--- src/rtl/screen_sequencer.sv ---
// Frame-synchronous screen/game sequencer: start, play, dying pause, game over, win.
// All state and screen outputs change only on the frame_tick cycle (first vblank pixel).
//
// state | meaning
// START | title screen, waiting for a jump press
// PLAY  | game running, physics and scrolling enabled
// DYING | death pause, physics frozen for DEATH_FRAMES frames
// OVER  | game-over screen, waiting for a press
// WIN   | level-complete screen, waiting for a press
module screen_sequencer #(
   parameter int SCREEN_HEIGHT = 480,
   parameter int DEATH_FRAMES  = 120,
   parameter int START_LIVES   = 3
) (
   input  logic       vga_clock,
   input  logic       reset,
   input  logic       jump_button,
   input  logic       mario_dead,
   input  logic       level_done,
   input  int         row,
   input  int         column,
   output logic [1:0] screen_select,
   output logic       game_run,
   output logic       game_reset,
   output logic [1:0] lives,
   output logic       frame_tick
);

   localparam int CNT_W = (DEATH_FRAMES > 256) ? $clog2(DEATH_FRAMES) : 8;
   localparam logic [CNT_W-1:0] CNT_LAST = CNT_W'(DEATH_FRAMES - 1);

   typedef enum logic [2:0] {
      ST_START = 3'd0,
      ST_PLAY  = 3'd1,
      ST_DYING = 3'd2,
      ST_OVER  = 3'd3,
      ST_WIN   = 3'd4
   } state_t;

   state_t           state_q;
   logic [CNT_W-1:0] cnt_q;
   logic [1:0]       lives_q;
   logic [1:0]       select_q;
   logic             run_q;
   logic             game_reset_q;
   logic             sync1_q;
   logic             sync2_q;
   logic             sample_q;
   logic             armed_q;
   logic             press;

   assign frame_tick = (row == SCREEN_HEIGHT) && (column == 0);

   // armed_q blocks a button that was already held through reset until a released frame is seen
   assign press = frame_tick && sync2_q && !sample_q && armed_q;

   always_ff @(posedge vga_clock) begin
      if (reset) begin
         state_q      <= ST_START;
         cnt_q        <= '0;
         lives_q      <= 2'd0;
         select_q     <= 2'd0;
         run_q        <= 1'b0;
         game_reset_q <= 1'b0;
         sync1_q      <= 1'b0;
         sync2_q      <= 1'b0;
         sample_q     <= 1'b0;
         armed_q      <= 1'b0;
      end else begin
         sync1_q      <= jump_button;
         sync2_q      <= sync1_q;
         game_reset_q <= 1'b0;
         if (frame_tick) begin
            sample_q <= sync2_q;
            if (!sync2_q) armed_q <= 1'b1;
            case (state_q)
               ST_START: begin
                  if (press) begin
                     state_q      <= ST_PLAY;
                     lives_q      <= 2'(START_LIVES);
                     game_reset_q <= 1'b1;
                     select_q     <= 2'd1;
                     run_q        <= 1'b1;
                  end
               end
               ST_PLAY: begin
                  if (level_done) begin
                     state_q  <= ST_WIN;
                     select_q <= 2'd3;
                     run_q    <= 1'b0;
                  end else if (mario_dead) begin
                     state_q  <= ST_DYING;
                     cnt_q    <= '0;
                     lives_q  <= (lives_q == 2'd0) ? 2'd0 : lives_q - 2'd1;
                     select_q <= 2'd1;
                     run_q    <= 1'b0;
                  end
               end
               ST_DYING: begin
                  if (cnt_q == CNT_LAST) begin
                     if (lives_q == 2'd0) begin
                        state_q  <= ST_OVER;
                        select_q <= 2'd2;
                        run_q    <= 1'b0;
                     end else begin
                        state_q      <= ST_PLAY;
                        game_reset_q <= 1'b1;
                        select_q     <= 2'd1;
                        run_q        <= 1'b1;
                     end
                  end else begin
                     cnt_q <= cnt_q + 1'b1;
                  end
               end
               ST_OVER, ST_WIN: begin
                  if (press) begin
                     state_q  <= ST_START;
                     select_q <= 2'd0;
                     run_q    <= 1'b0;
                  end
               end
               default: begin
                  state_q  <= ST_START;
                  select_q <= 2'd0;
                  run_q    <= 1'b0;
               end
            endcase
         end
      end
   end

   assign screen_select = select_q;
   assign game_run      = run_q;
   assign game_reset    = game_reset_q;
   assign lives         = lives_q;

endmodule
--- config.mk ---
export PLATFORM = sky130hd
export DESIGN_NAME = screen_sequencer
export DESIGN_NICKNAME = d
export VERILOG_FILES = /design/src/rtl/screen_sequencer.sv
export SDC_FILE = /design/constraint.sdc
export NUM_CORES = 1
export LEC_CHECK = 0
export ABC_AREA = 0
export CAP_MARGIN = 20
export CELL_PAD_IN_SITES_DETAIL_PLACEMENT = 1
export CELL_PAD_IN_SITES_GLOBAL_PLACEMENT = 2
export CORE_MARGIN = 2
export CORE_UTILIZATION = 18
export DETAILED_ROUTE_END_ITERATION = 16
export PLACE_DENSITY = 0.87
export SETUP_SLACK_MARGIN = 0.15
export SYNTH_ARGS = -nofsm -noshare
export SYNTH_HDL_FRONTEND = slang
export SYNTH_SLANG_ARGS = --single-unit
--- constraint.sdc ---
create_clock -name vga_clock -period 2.62 [get_ports vga_clock]
set_clock_uncertainty 0.15 [all_clocks]
set_input_delay 0.655 -clock vga_clock [delete_from_list [all_inputs] [get_ports vga_clock]]
set_output_delay 0.655 -clock vga_clock [all_outputs]
set_load 0.01 [all_outputs]
==> results of run 1 <==
[through the flow]
step / cell area [sq um] / TNS (ps) / hold WS, ps
global placement: 2495 / -8794 / 267.1
detailed placement: 2495 / -9107 / 295.0
global route: 2646 / -387.0 / 335.8
finish: 2646 / -259.9 / 302.2
CTS: 2536 / -142.8 / 308.3
floorplan: 1430 / 0 / 263.8
[registers in the layout, summed over array words and instances (netlist names)]
register,cells
cnt_q,8
state_q,3
lives,2
screen_select,2
armed_q,1
game_reset,1
game_run,1
sample_q,1
sync1_q,1
sync2_q,1
[worst max-delay path by stage]
stage	end	slack [ps]	depth (start not counted)
floorplan	frame_tick	30	5
global placement	frame_tick	-960	6
detailed placement	frame_tick	-970	6
CTS	frame_tick	-100	6
global route	frame_tick	-210	6
finish	frame_tick	-150	6
[cell usage after synthesis, types with 2 or more instances]
cell	number	area, sq um
a211oi_1	3	22.52
a21oi_1	19	95.09
a311oi_1	3	26.28
and3_1	4	25.02
and4b_1	2	20.02
buf_2	2	10.01
clkbuf_1	5	18.77
dfxtp_1	21	420.4
inv_1	4	15.01
nand2_1	8	30.03
nand3_1	5	25.02
nand3b_1	3	22.52
nand4_1	8	50.05
nand4b_1	8	70.07
nor2_1	10	37.54
nor2b_1	3	18.77
nor4_1	24	150.1
nor4_2	2	25.02
nor4b_1	3	26.28
o21a_1	2	15.01
o21ai_0	10	50.05
o31ai_1	5	37.54
or4_1	2	15.01
[critical path: stages]
cell             delay [ps]
clkdlybuf4s15_1         230
nor4_4                  170
nand4_1                 160
or4_4                   580
clkinv_4                 70
buf_6                    90
[power by group through the flow]
stage | Clock, mW | Combinational (mW) | Sequential [mW]
after floorplan | 0 | 0.0166 | 0.328
after global placement | 0 | 0.158 | 0.328
after detailed placement | 0 | 0.162 | 0.329
after CTS | 0.225 | 0.146 | 0.321
after global routing | 0.237 | 0.168 | 0.321
final | 0.220 | 0.157 | 0.321
[cell usage in the layout (no fill, tap or decap), types with 2 or more instances in the layout]
cell             netlist  layout
buf_4                  0      34
buf_2                  2      27
dfxtp_1               21      21
a21oi_1               19      17
buf_6                  0      15
nor4_1                24      11
clkdlybuf4s15_1        0      11
nor4_4                 0      10
nor2_1                10      10
o21ai_0               10      10
clkdlybuf4s50_1        0      10
nand4_1                8       8
nand2_1                8       8
nand4b_1               8       8
nor4_2                 2       5
nand3_1                5       5
clkbuf_2               0       5
dlygate4sd2_1          0       5
inv_1                  4       4
and3_1                 4       4
or4_4                  1       3
nand3b_1               3       3
a311oi_1               3       3
o31ai_4                0       3
nor2b_1                3       3
a211oi_1               3       3
clkbuf_8               0       3
and4b_1                2       2
nor4b_1                3       2
o21a_1                 2       2
o31ai_1                5       2
a21oi_2                0       2
clkdlybuf4s15_2        0       2
[cell families after synthesis]
logic type | share of synthesized area, %
simple gates | 43.22
compound gates | 20.88
flops | 30.77
buf+inv | 3.479
mux | 0.7326
fa+ha+maj | 0.9156
[per-layer routing]
metal,global-route usage [%],up-vias
met4,3.788,0
met2,27.04,33
met5,0,-
li1,-,914
met1,16.36,930
met3,1.162,9
[layout make-up]
| class | count | area [sq um] |
|---|---|---|
| Timing Repair Buffer | 110 | 875.8 |
| Clock buffer | 4 | 45.04 |
| Tap cell | 99 | 123.9 |
| Inverter | 5 | 23.77 |
| Sequential cell | 21 | 420.4 |
| Fill cell | 922 | 4646 |
| Multi-Input combinational cell | 140 | 1157 |
[what timing repair did]
action,CTS,global route
gates cloned,0,0
setup endpoints to repair,20,14
pin swaps,22,12
buffers inserted,4,1
resized for setup,228,40
==> flow_metrics.tcl, run 1 <==
set metrics [dict create \
    status "finished, violations left" \
    violations "negative setup slack" \
    powerDensity_mw_per_mm2 263.9 \
    final_cells 379 \
    ys_seq_area_share_pct 30.77 \
    cts.clk_slew.worst_paths_ps 70 \
    wire_per_inst_um 16.12 \
    dr_wl_met3_um 120 \
    clock_latency_ps 270 \
    worst_r2r_path_depth 7 \
    drt_iter0_markers 57 \
    drive_above_1_share_pct 40.71 \
    hold_depth 1 \
    place_inst 370 \
    startpoint_type "input port" \
    die_w_um 91.13 \
    fin_crit_ps 2770 \
    cts-root-buf "clkbuf_8" \
    cts.sinks 21 \
    rrSetupSlack_ps 550 \
    layout_setup_ws_ps -150.2 \
    arrival_ps 1970 \
    via_per_inst 4.976 \
    dp_hpwl_mm 4.601 \
    core_sq_mm 0.007292 \
    relSlewSlack_pct 56.12 \
    crit_type "in2out" \
    finalSetupViolCount 2 \
    grt_pass1_vias 1977 \
    initial_core_util_pct 18.74 \
    clock_path_buffers 2 \
    async_flop_share_pct 0 \
    worstReg2RegEnd "screen_select[1]" \
    synth_ff_type "dfxtp_1" \
    p_total_uw 698.5 \
    p_seq_share_pct 46.0 \
    grt_start_max_net_pins 19 \
    antenna_found_initial 0 \
    syn_avg_cell_area_sq_um 7.898 \
    cts_tree "built" \
    crit_path_end_kind "primary output" \
    p_leak_nw 0.9534 \
    worstHoldStart "sync1_q" \
    h-tree-depth 1 \
    synthesis.area_sq_mm 0.001366 \
    p_clk_share_pct 31.5 \
    routed-wl-met2_mm 3.393 \
    ios 76 \
    routed_wl_mm 6.111 \
    cts_hold_buf 0 \
    grt_use_total_pct 14.01 \
    port_buffers 75 \
    fin_crit_sh_pct 105.7 \
    drt_pre_antenna_iters 4 \
    num_antenna_cells 0 \
    p_comb_share_pct 22.5 \
    regToRegStartpoint "cnt_q[0]" \
    drc 0 \
    holdPathEnd "sync2_q" \
    ant_nets 0 \
    post-route-util_pct 36.29 \
    drv_slew 0 \
    tightestPinTransition_ps 656.2 \
    numCtsBuffers 3 \
    die-height_um 91.13 \
    ys_ff_latch 21 \
    syn_to_final_growth_pct 93.68 \
    syn-num-nets 243 \
    maxCapViolCount 0 \
    p_sw_uw 176.6 \
    gr-total-overflow 0 \
    rows 31 \
    hold_viol 0 \
    synth_cell_types 40 \
    crit_fanout 2 \
    hold_path_class "reg2reg" \
    grt_pass1_wl_mm 9.653 \
    worst_ep_required_time_ps 1810 \
    yosysWarnings 0 \
    irDropWorstVdd_mv 0.1272 \
    finalNetCount 351 \
    highest_layer "met4" \
    vias 1886 \
    clock.fmax_ghz 0.3610 \
    critPathLaunch "row[20]" \
    rsz0062_at_grt "true" \
    met1Wirelength_mm 2.497 \
    switching_share_pct 25.28 \
    synth_cells 173 \
    pre_cts_ws_ps -967.3 \
    gp_congestion 0.8414 \
    synth_edf_count 0 \
    p_int_uw 521.9 \
    die_area_sq_mm 0.008304 \
]
Power figures use the tool's default switching activity.
==> run 2, diff against run 1 <==
==> constraint.sdc (replaced) <==
create_clock -name vga_clock -period 2.4 [get_ports vga_clock]
set_clock_uncertainty 0.15 [all_clocks]
set_input_delay 0.48 -clock vga_clock [delete_from_list [all_inputs] [get_ports vga_clock]]
set_output_delay 0.48 -clock vga_clock [all_outputs]
set_load 0.01 [all_outputs]
==> flow_metrics.tcl, run 2 (synthesis results as in run 1) <==
set metrics [dict create \
    crit_path_end_kind "primary output" \
    n_fill_cell 894 \
    clock_latency_ps 270 \
    cts.clk_slew.worst_paths_ps 80 \
    ios 76 \
    crit_fanout 2 \
    maxCapViolCount 0 \
    crit_type "in2out" \
    relSlewSlack_pct 61.55 \
    ant_nets 0 \
    finalNetCount 349 \
    powerDensity_mw_per_mm2 292.0 \
    hold_path_class "reg2reg" \
    finalSetupViolCount 0 \
    die-height_um 91.13 \
    top_regs "cnt_q: 8 flops, state_q: 3 flops" \
    grt_pass1_vias 2010 \
    layout_common_cells "30 x buf_4, 24 x buf_2, 21 x dfxtp_1" \
    startpoint_type "input port" \
    numCtsBuffers 3 \
    worst_r2r_path_depth 6 \
    arrival_ps 1770 \
    critPathLaunch "row[11]" \
    hold_depth 1 \
    initial_core_util_pct 18.74 \
    wire_per_inst_um 15.17 \
    drc 0 \
    worst_ep_required_time_ps 1770 \
    dp_hpwl_mm 4.367 \
    rows 31 \
    core_sq_mm 0.007292 \
    rsz0062_at_grt "true" \
    largest_register_ffs 8 \
    antenna_found_initial 0 \
    cp-endpoint "frame_tick" \
    hold_viol 0 \
    irDropWorstVdd_mv 0.1339 \
    tightestPinTransition_ps 575.0 \
    cts_tree "built" \
    rrSetupSlack_ps 340 \
    drive_above_1_share_pct 40.29 \
    multiInputGateArea_sq_mm 0.001092 \
    cp_slowest_cell "or4_4" \
    layout_commonest_cell "buf_4" \
    fin_crit_sh_pct 99.81 \
    cts-root-buf "clkbuf_8" \
    port_buffers 75 \
    regMostFlops "cnt_q" \
    clock_path_buffers 2 \
    whs_ps 299.2 \
    status "finished, final reports clean" \
    grt_start_max_net_pins 19 \
    drt_iter0_markers 51 \
    grt_pass1_wl_mm 9.577 \
    worstReg2RegEnd "game_run" \
    die_area_sq_mm 0.008304 \
    cpPeakStageDelay_ps 570 \
    routed_wl_mm 5.718 \
    syn_to_final_growth_pct 88.46 \
    vias 1860 \
    final_cells 377 \
    post-route-util_pct 35.31 \
    num_antenna_cells 0 \
    clock.fmax_ghz 0.4174 \
    grt_use_total_pct 13.90 \
    gr-total-overflow 0 \
    via_per_inst 4.934 \
    die_w_um 91.13 \
    cts.sinks 21 \
    drt_pre_antenna_iters 4 \
    h-tree-depth 1 \
    ff_latch_area_sq_um 420.4 \
    p_leak_nw 0.9419 \
    place_inst 363 \
    gp_congestion 0.7927 \
    regToRegStartpoint "cnt_q[0]" \
    cp_cell_sequence "buf_8 > nor4b_4 > nand4_1 > or4_4 > clkinv_4 > buf_6" \
    fin_crit_ps 2396 \
    drv_slew 0 \
]
## run 2: cell count changes in the layout (fill, tap and decap cells not counted), moves of 3 or more
cell	delta
dlygate4sd2_1	-3
clkbuf_2	+4
nor4_4	-3
buf_4	-4
buf_2	-3
o31ai_4	-3
## run 2: timing repair
item / CTS / global route
gates resized for setup: 204 / 48
hold buffers: 0 / 0
buffers inserted: 9 / 1
setup endpoints to repair: 20 / 17
endpoints found under the hold margin: 0 / 0
pin swaps: 21 / 13
## run 2: worst min-delay path by stage
stage | start | end
2_1_floorplan | sync1_q | sync2_q
3_3_place_gp | sync1_q | sync2_q
3_5_place_dp | sync1_q | sync2_q
4_1_cts | sync1_q | sync2_q
5_1_grt | sync1_q | sync2_q
6_report | sync1_q | sync2_q
## run 2: layout make-up
cell class | instances | share of cell area [%]
clock buffers | 3 | 1.603
clock inverters | 1 | 0.1944
inverters | 5 | 0.9232
multi-input cells | 140 | 42.42
flip-flops and latches | 21 | 16.33
well taps | 99 | 4.811
repair buffers | 108 | 33.72
## run 2: metal layers
metal / GRT usage (%) / share of wire (%) / up-vias
met2: 23.89 / 49 / 81
met1: 17.83 / 44 / 863
met3: 3.402 / 7.0 / 6
li1: - / - / 910
met4: 2.399 / 0.63 / 0
met5: 0 / 0 / -
## run 2: critical path: cells and delay by family
family	cells	cell delay (ps)
and+or+nand+nor	3	1010
buffers and inverters	3	270
## run 2: report_power, final
group / total, mW / internal, mW / switching, mW
Sequential: 0.350 / 0.350 / 0.000793
Combinational: 0.161 / 0.0960 / 0.0654
Clock: 0.240 / 0.116 / 0.124
Total: 0.752 / 0.562 / 0.190
## run 2: metrics by stage
step | instance area [sq um] | setup slack, ps | setup TNS [ps] | power (mW)
finish | 2575 | 4.490 | 0 | 0.7518
floorplan | 1421 | 160.9 | 0 | 0.3762
detailed placement | 2434 | -788.0 | -8416 | 0.5269
CTS | 2511 | 31.32 | 0 | 0.7554
global placement | 2434 | -795.2 | -8187 | 0.5243
global route | 2575 | -46.07 | -47.11 | 0.7955
